==> src/rtl/multicycle_pkg.sv <==
// Shared definitions for the multi-cycle controller: state encoding,
// opcodes, ALU function codes, ALU operand-B selects and the control bundle.
package multicycle_pkg;

    localparam logic [2:0] ST_IDLE      = 3'd0;
    localparam logic [2:0] ST_FETCH     = 3'd1;
    localparam logic [2:0] ST_DECODE    = 3'd2;
    localparam logic [2:0] ST_EXECUTE   = 3'd3;
    localparam logic [2:0] ST_WRITEBACK = 3'd4;
    localparam logic [2:0] ST_HALT      = 3'd5;
    localparam logic [2:0] ST_FAULT     = 3'd6;

    typedef enum logic [2:0] {
        S_IDLE      = ST_IDLE,
        S_FETCH     = ST_FETCH,
        S_DECODE    = ST_DECODE,
        S_EXECUTE   = ST_EXECUTE,
        S_WRITEBACK = ST_WRITEBACK,
        S_HALT      = ST_HALT,
        S_FAULT     = ST_FAULT
    } state_t;

    localparam logic [3:0] OP_ADD  = 4'b0000;
    localparam logic [3:0] OP_SUB  = 4'b0001;
    localparam logic [3:0] OP_AND  = 4'b0010;
    localparam logic [3:0] OP_OR   = 4'b0011;
    localparam logic [3:0] OP_NOR  = 4'b0100;
    localparam logic [3:0] OP_NAND = 4'b0101;
    localparam logic [3:0] OP_SLT  = 4'b0110;
    localparam logic [3:0] OP_ADDI = 4'b0111;

    localparam logic [15:0] HALT_WORD = 16'hFFFF;

    // ALU function encoding {ainvert, binvert, op[1:0]}
    localparam logic [3:0] ALU_AND  = 4'b0000;
    localparam logic [3:0] ALU_OR   = 4'b0001;
    localparam logic [3:0] ALU_ADD  = 4'b0010;
    localparam logic [3:0] ALU_SUB  = 4'b0110;
    localparam logic [3:0] ALU_SLT  = 4'b0111;
    localparam logic [3:0] ALU_NOR  = 4'b1100;
    localparam logic [3:0] ALU_NAND = 4'b1101;

    localparam logic [1:0] SRCB_B   = 2'b00;
    localparam logic [1:0] SRCB_TWO = 2'b01;
    localparam logic [1:0] SRCB_IMM = 2'b10;

    // Registered (Moore) control outputs; the fetch strobes are Mealy and live outside.
    typedef struct packed {
        logic       mem_req;
        logic       ab_write;
        logic       alu_out_write;
        logic       alu_src_a;
        logic [1:0] alu_src_b;
        logic [3:0] alu_control;
        logic       reg_dst;
        logic       reg_write;
        logic       halted;
        logic       fault;
    } ctrl_t;

endpackage

==> src/rtl/multicycle_controller_if.sv <==
// Instruction-fetch link between the controller and instruction memory / IR.
// Handshake: mem_req is held high for every FETCH cycle; memory raises
// mem_ready in the cycle its data is valid. A transfer happens on the rising
// edge where mem_req && mem_ready, and in that same cycle ir_write loads the
// instruction register. ir is the IR contents, stable except after ir_write.
interface multicycle_controller_if;
    logic        mem_req;
    logic        mem_ready;
    logic        ir_write;
    logic [15:0] ir;

    modport master (output mem_req, output ir_write, input mem_ready, input ir);
    modport slave  (input mem_req, input ir_write, output mem_ready, output ir);
endinterface

==> src/rtl/multicycle_decode.sv <==
// Combinational opcode decoder: ALU function, immediate operand select,
// destination-field select and whether the opcode is an ALU instruction.
module multicycle_decode
    import multicycle_pkg::*;
(
    input  logic [3:0] opcode_i,
    output logic [3:0] alu_control_o,
    output logic       alu_src_b_imm_o,
    output logic       reg_dst_o,
    output logic       valid_o
);

    // Map opcode to ALU controls; opcodes with the top bit set are not ALU ops.
    always_comb begin
        alu_control_o   = ALU_ADD;
        alu_src_b_imm_o = 1'b0;
        reg_dst_o       = 1'b1;
        valid_o         = 1'b1;
        case (opcode_i)
            OP_ADD:  alu_control_o = ALU_ADD;
            OP_SUB:  alu_control_o = ALU_SUB;
            OP_AND:  alu_control_o = ALU_AND;
            OP_OR:   alu_control_o = ALU_OR;
            OP_NOR:  alu_control_o = ALU_NOR;
            OP_NAND: alu_control_o = ALU_NAND;
            OP_SLT:  alu_control_o = ALU_SLT;
            OP_ADDI: begin
                alu_control_o   = ALU_ADD;
                alu_src_b_imm_o = 1'b1;
                reg_dst_o       = 1'b0;
            end
            default: valid_o = 1'b0;
        endcase
    end

endmodule

==> src/rtl/multicycle_controller.sv <==
// Multi-cycle sequencer: steps FETCH/DECODE/EXECUTE/WRITEBACK, drives the
// shared-ALU operand selects and datapath enables, and keeps status counters.
module multicycle_controller
    import multicycle_pkg::*;
#(
    parameter int FETCH_TIMEOUT = 15,
    parameter int CNT_W         = 16
) (
    input  logic                   clock,
    input  logic                   reset,
    input  logic                   start,
    multicycle_controller_if.master imem,
    output logic                   pc_write,
    output logic                   ab_write,
    output logic                   alu_out_write,
    output logic                   alu_src_a,
    output logic [1:0]             alu_src_b,
    output logic [3:0]             alu_control,
    output logic                   reg_dst,
    output logic                   reg_write,
    output logic                   halted,
    output logic                   fault,
    output logic [CNT_W-1:0]       cycle_count,
    output logic [CNT_W-1:0]       instr_count,
    output state_t                 dbg_state
);

    localparam logic [7:0] TMO_LIMIT = 8'(FETCH_TIMEOUT);

    state_t           state_q, state_d;
    logic [7:0]       tmo_q, tmo_d;
    ctrl_t            ctrl_q, ctrl_d;
    logic [CNT_W-1:0] cycle_q, instr_q;
    logic             retire;
    logic             active;
    logic             fetch_hit;

    logic [3:0] dec_alu_control;
    logic       dec_src_b_imm;
    logic       dec_reg_dst;
    logic       dec_valid;

    multicycle_decode u_decode (
        .opcode_i        (imem.ir[15:12]),
        .alu_control_o   (dec_alu_control),
        .alu_src_b_imm_o (dec_src_b_imm),
        .reg_dst_o       (dec_reg_dst),
        .valid_o         (dec_valid)
    );

    assign fetch_hit = (state_q == S_FETCH) && imem.mem_ready;
    assign active    = (state_q == S_FETCH) || (state_q == S_DECODE) ||
                       (state_q == S_EXECUTE) || (state_q == S_WRITEBACK);

    // Next state, fetch timeout and retirement; IR is read live since the datapath holds it.
    always_comb begin
        state_d = state_q;
        tmo_d   = tmo_q;
        retire  = 1'b0;
        case (state_q)
            S_IDLE: if (start) state_d = S_FETCH;
            S_FETCH: begin
                if (imem.mem_ready) begin
                    state_d = S_DECODE;
                    tmo_d   = '0;
                end else begin
                    tmo_d = tmo_q + 8'd1;
                    if (tmo_d == TMO_LIMIT) state_d = S_FAULT;
                end
            end
            S_DECODE: begin
                if (imem.ir == HALT_WORD) begin
                    state_d = S_HALT;
                end else if (!dec_valid) begin
                    state_d = S_FETCH;
                    retire  = 1'b1;
                end else begin
                    state_d = S_EXECUTE;
                end
            end
            S_EXECUTE:   state_d = S_WRITEBACK;
            S_WRITEBACK: begin
                state_d = S_FETCH;
                retire  = 1'b1;
            end
            S_HALT:  state_d = S_HALT;
            S_FAULT: state_d = S_FAULT;
            default: state_d = S_IDLE;
        endcase
    end

    // Controls for the state being entered, so they can be registered at the same edge.
    always_comb begin
        ctrl_d = '0;
        case (state_d)
            S_FETCH: begin
                ctrl_d.mem_req     = 1'b1;
                ctrl_d.alu_src_b   = SRCB_TWO;
                ctrl_d.alu_control = ALU_ADD;
            end
            S_DECODE: ctrl_d.ab_write = 1'b1;
            S_EXECUTE: begin
                ctrl_d.alu_src_a     = 1'b1;
                ctrl_d.alu_out_write = 1'b1;
                ctrl_d.alu_src_b     = dec_src_b_imm ? SRCB_IMM : SRCB_B;
                ctrl_d.alu_control   = dec_alu_control;
            end
            S_WRITEBACK: begin
                ctrl_d.reg_write = 1'b1;
                ctrl_d.reg_dst   = dec_reg_dst;
            end
            S_HALT:  ctrl_d.halted = 1'b1;
            S_FAULT: ctrl_d.fault  = 1'b1;
            default: ctrl_d = '0;
        endcase
    end

    // State, registered controls and counters; reset abandons any instruction in flight.
    always_ff @(posedge clock or posedge reset) begin
        if (reset) begin
            state_q <= S_IDLE;
            tmo_q   <= '0;
            ctrl_q  <= '0;
            cycle_q <= '0;
            instr_q <= '0;
        end else begin
            state_q <= state_d;
            tmo_q   <= tmo_d;
            ctrl_q  <= ctrl_d;
            if (active) cycle_q <= cycle_q + CNT_W'(1);
            if (retire) instr_q <= instr_q + CNT_W'(1);
        end
    end

    assign imem.mem_req  = ctrl_q.mem_req;
    assign imem.ir_write = fetch_hit;
    assign pc_write      = fetch_hit;
    assign ab_write      = ctrl_q.ab_write;
    assign alu_out_write = ctrl_q.alu_out_write;
    assign alu_src_a     = ctrl_q.alu_src_a;
    assign alu_src_b     = ctrl_q.alu_src_b;
    assign alu_control   = ctrl_q.alu_control;
    assign reg_dst       = ctrl_q.reg_dst;
    assign reg_write     = ctrl_q.reg_write;
    assign halted        = ctrl_q.halted;
    assign fault         = ctrl_q.fault;
    assign cycle_count   = cycle_q;
    assign instr_count   = instr_q;
    assign dbg_state     = state_q;

endmodule

==> src/flat_wrapper.sv <==
// flat-port wrapper written by rule: the top's interface ports become plain ports
module multicycle_controller_flat import multicycle_pkg::*;
#(
    parameter int FETCH_TIMEOUT = 15,
    parameter int CNT_W         = 16
)
  (clock, reset, start, pc_write, ab_write, alu_out_write, alu_src_a, alu_src_b, alu_control, reg_dst, reg_write, halted, fault, cycle_count, instr_count, dbg_state, imem_mem_req, imem_ir_write, imem_mem_ready, imem_ir);
  multicycle_controller_if imem_i ();
  input  logic clock;
  input  logic reset;
  input  logic start;
  output logic pc_write;
  output logic ab_write;
  output logic alu_out_write;
  output logic alu_src_a;
  output logic [1:0] alu_src_b;
  output logic [3:0] alu_control;
  output logic reg_dst;
  output logic reg_write;
  output logic halted;
  output logic fault;
  output logic [CNT_W-1:0] cycle_count;
  output logic [CNT_W-1:0] instr_count;
  output state_t dbg_state;
  output wire logic [$bits(imem_i.mem_req)-1:0] imem_mem_req;
  output wire logic [$bits(imem_i.ir_write)-1:0] imem_ir_write;
  input wire logic [$bits(imem_i.mem_ready)-1:0] imem_mem_ready;
  input wire logic [$bits(imem_i.ir)-1:0] imem_ir;
  assign imem_mem_req = imem_i.mem_req;
  assign imem_ir_write = imem_i.ir_write;
  assign imem_i.mem_ready = imem_mem_ready;
  assign imem_i.ir = imem_ir;
  multicycle_controller #(.FETCH_TIMEOUT(FETCH_TIMEOUT), .CNT_W(CNT_W)) u_core (.clock(clock), .reset(reset), .start(start), .imem(imem_i), .pc_write(pc_write), .ab_write(ab_write), .alu_out_write(alu_out_write), .alu_src_a(alu_src_a), .alu_src_b(alu_src_b), .alu_control(alu_control), .reg_dst(reg_dst), .reg_write(reg_write), .halted(halted), .fault(fault), .cycle_count(cycle_count), .instr_count(instr_count), .dbg_state(dbg_state));
endmodule
==> config.mk <==
export PLATFORM = sky130hd
export DESIGN_NAME = multicycle_controller_flat
export DESIGN_NICKNAME = d
export VERILOG_FILES = /design/src/rtl/multicycle_pkg.sv /design/src/rtl/multicycle_controller_if.sv /design/src/rtl/multicycle_decode.sv /design/src/rtl/multicycle_controller.sv /design/src/flat_wrapper.sv
export SDC_FILE = /design/constraint.sdc
export NUM_CORES = 1
export LEC_CHECK = 0
export BUFFER_PORTS_ARGS = -buffer_cell sky130_fd_sc_hd__buf_2
export CAP_MARGIN = 20
export CORE_AREA = 2 2 106 108
export DETAILED_ROUTE_END_ITERATION = 12
export DIE_AREA = 0 0 108 110
export PLACE_DENSITY = 0.52
export RECOVER_POWER = 100
export SLEW_MARGIN = 20
export SYNTH_ARGS = -nofsm -noshare
export SYNTH_HDL_FRONTEND = slang
export SYNTH_SLANG_ARGS = --single-unit
==> constraint.sdc <==
create_clock -name clock -period 3.3 [get_ports clock]
set_input_delay 0.825 -clock clock [delete_from_list [all_inputs] [get_ports clock]]
set_output_delay 0.825 -clock clock [all_outputs]
set_load 0.1 [all_outputs]
==> impl_summary.log <==
[metrics] result of the run: finished, final reports clean
[metrics] count of mapped cells out of synthesis: 244
[metrics] mean instance size in the synthesized netlist: approximately 11 µm²
[metrics] Synth Warn #: 0
[metrics] DIE HEIGHT: roughly 110 µm
[metrics] number of synthesized flops with an enable pin: 0
[metrics] critical path buffer and inverter count: 2
[metrics] proportion of layout cells with a drive suffix above 1: 11.8%
[metrics] area after detailed placement: 3130 µm²
[metrics] top cell family by delay on the critical path: buffers and inverters
[metrics] Worst Setup End Kind: primary output
[metrics] Skew-Pair Late Insertion Delay: approximately 0.30 ns
[metrics] Synth area leader: sky130_fd_sc_hd__dfrtp_1
[metrics] Worst IR Drop VDD: 0.614 mV
[metrics] final critical path time including I/O delays and setup: 2.76 ns
[metrics] share of synthesized area occupied by flip-flops and latches: a little over half
[metrics] path class of the lowest-slack min-delay path: register to register
[metrics] top-count cell post-synth: sky130_fd_sc_hd__dfrtp_1
[metrics] PostCTS Resize Cnt: 0
[metrics] ratio of total power to cell area: 1000 nW/µm²
[metrics] fill cell count: 1202
[metrics] post-placement worst setup slack: between 0.5 and 0.6 ns
[metrics] DR pass1 iterations: 4
[metrics] Post-DP HPWL: 4210 µm
[metrics] placer congestion estimate: 0.718
[metrics] startpoint-to-endpoint class of the critical path: primary input to primary output
[metrics] TritonCTS clock tree: yes
[metrics] Yosys reg bits: 55
[metrics] synthesized cell area: 2610 µm²
[metrics] Max Transition Viols Final: 0
[metrics] post-synth top area share: between 50% and 60%
[metrics] slowest library cell on the worst path: sky130_fd_sc_hd__clkbuf_2
[metrics] number of placed instances, taps included: 445
[metrics] number of endpoints failing setup at the final stage: 0
[metrics] hold buffer count at cts: 0
[metrics] ranking of synthesized cells by area: sky130_fd_sc_hd__dfrtp_1 (53%), sky130_fd_sc_hd__xnor2_1 (9.4%), sky130_fd_sc_hd__nand3_1 (3.8%)
[metrics] Floorplan Core Area: 10700 µm²
[metrics] drt drc: 0
[metrics] deepest level of the CTS H-tree: 2
[metrics] final worst path period share: 83.6%
[metrics] nets in the synthesized netlist: 268
[metrics] Placement Rows: 38
[metrics] post-layout total power: 3.14 mW
[metrics] synthesis-to-finish area growth: 20.0%
[metrics] detailed router's first-iteration violation count: 26
[metrics] smallest setup slack after layout: 0.540 ns
[metrics] crit start category: primary input
[metrics] clock sink count: 55
[metrics] remaining max-slew budget at the tightest pin: 17.7%
[metrics] required time at the endpoint of the critical path: 2.47 ns
[metrics] via count of the first global-routing pass: 1967
[metrics] hold violation total from the final report: 0
[metrics] clock skew after layout: ~0.0064 ns
[metrics] WL final: 5790 µm
[metrics] maximum achievable frequency: 0.362 GHz
[metrics] Worst Tran Pin Value: 1.24 ns
[metrics] number of nets with antenna violations after routing: 0
[metrics] number of setup buffers added after CTS: 0
[metrics] Die Footprint: 11900 µm²
[metrics] Diodes inserted: 0
[metrics] CTS root buffer: sky130_fd_sc_hd__clkbuf_8
[metrics] floorplan die width: 108 µm
[metrics] Remaining Overflow, GRT: 0
[metrics] pin count of the biggest net entering global routing: 32
[metrics] routed wirelength normalized by instance count: 12.8 µm
[metrics] TritonCTS Buffers: 5
[metrics] proportion of register bits with asynchronous set or reset after synthesis: 100%
[metrics] total routing resource utilization after global routing: between 10% and 20%
[metrics] number of non-filler instances in the completed layout: about 450
[metrics] max_cap viols: 0
[metrics] number of buffers inserted by port buffering: 70
[metrics] worst hold-check slack: around 0.48 ns
[metrics] crit-path cells: buf_2, nor4bb_4, clkbuf_2
[metrics] first-pass GRT wire length: 9670 µm
[metrics] number of ports placed on the die boundary: ~70
[metrics] total number of nets in the final design: 336
[metrics] number of distinct standard cells referenced by the synthesized netlist: 38
[metrics] top flip-flop cell by instance count after synthesis: sky130_fd_sc_hd__dfrtp_1
[metrics] antenna violations before repair: 0
[metrics] most numerous cell types in the synthesized netlist: sky130_fd_sc_hd__dfrtp_1 (55), sky130_fd_sc_hd__xnor2_1 (28), sky130_fd_sc_hd__nand3_1 (20)
[metrics] Sum Neg Setup Slack: 0 ns
[metrics] maximum single-stage delay on the critical path: 0.51 ns
[metrics] RSZ-0062 raised after global routing: no
[metrics] post-route standard cell area excluding fillers: 3140 µm²
[metrics] vias: 2010
[metrics] total leakage power: 1.34 nW
[metrics] clock tree buffer depth: 2
[metrics] fin util: 29.3%
[metrics] top fanout value on the critical path: 13
[metrics] Crit path arrival time: 1.93 ns
[metrics] clock transition at the registers of the reported paths: 0.09 ns
[metrics] via density per instance: 4.44
[metrics] initial cell density of the core: 24.4%
[layout make-up]
| type | count | area (µm²) | share of cell area [%] |
|---|---|---|---|
| flip-flops and latches | 55 | 1380 | 43.9 |
| multi-input cells | 171 | 1160 | 37.0 |
| inverters | 5 | 18.8 | 0.599 |
| well taps | 140 | 175 | 5.59 |
| repair buffers | 74 | 320 | 10.2 |
| clock inverters | 2 | 12.5 | 0.399 |
| clock buffers | 6 | 72.6 | 2.31 |
[flip-flops by register name, indices dropped and copies added (netlist names)]
signal                cells
u_core.ab_write           1
u_core.alu_control        4
u_core.alu_out_write      1
u_core.alu_src_b          1
u_core.cycle_count       16
u_core.dbg_state          3
u_core.fault              1
u_core.halted             1
u_core.imem.mem_req       1
u_core.instr_count       16
u_core.reg_dst            1
u_core.reg_write          1
u_core.tmo_q              8
[kinds of logic after synthesis]
group / Yosys count / synth area share (%)
and+or+nand+nor: 103 / 22.8
DFF: 55 / 52.7
xor gates and xnor gates: 34 / 11.4
AOI/OAI and AO/OA: 26 / 6.46
buffers and inverters: 18 / 3.16
muxes: 4 / 1.63
adders and majority gates: 4 / 1.91
[cells in the final DEF (no fill, tap or decap), drive strengths merged, types with 2 or more instances in the layout]
cell type / n
o21ai: 7
mux2i: 2
a21oi: 7
buf: 20
ha: 4
clkbuf: 60
and4: 5
nor2: 10
xnor2: 28
nand4: 10
mux2: 2
a31oi: 4
inv: 5
nor3b: 8
nor3: 6
nand3: 20
and3: 10
xor2: 6
and2: 3
nor4bb: 3
dfrtp: 55
nand2: 19
or4: 2
nand2b: 5
o41ai: 3
[path summary, 6_finish.rpt]
kind | from | endpoint | slack, ns | cells after the start
hold reg to reg | u_core.cycle_count[15] | u_core.cycle_count[15] | 0.48 | 1
hold / removal | u_core.cycle_count[15] | u_core.cycle_count[15] | 0.48 | 1
max in group asynchronous | reset | u_core.cycle_count[15] | 1.85 | 3
min in group asynchronous | reset | u_core.cycle_count[1] | 0.75 | 2
setup / recovery | imem_mem_ready | imem_ir_write | 0.54 | 3
setup reg to reg | u_core.dbg_state[1] | u_core.instr_count[15] | 0.93 | 6
[report_power, final]
part           internal (mW)  switching [mW]
clock                  0.149           0.217
sequential             0.841           0.227
combinational          0.326            1.38
[metal layers]
layer  global-route usage [%]  up-vias  part of all wire, %
li1                         -      993                    -
met4                     2.20        0                 0.71
met1                     13.1      968                   47
met5                        0        -                    0
met3                     2.29        4                  4.4
met2                     17.3       45                   48
Note: power is estimated with default switching activity, not from simulation.
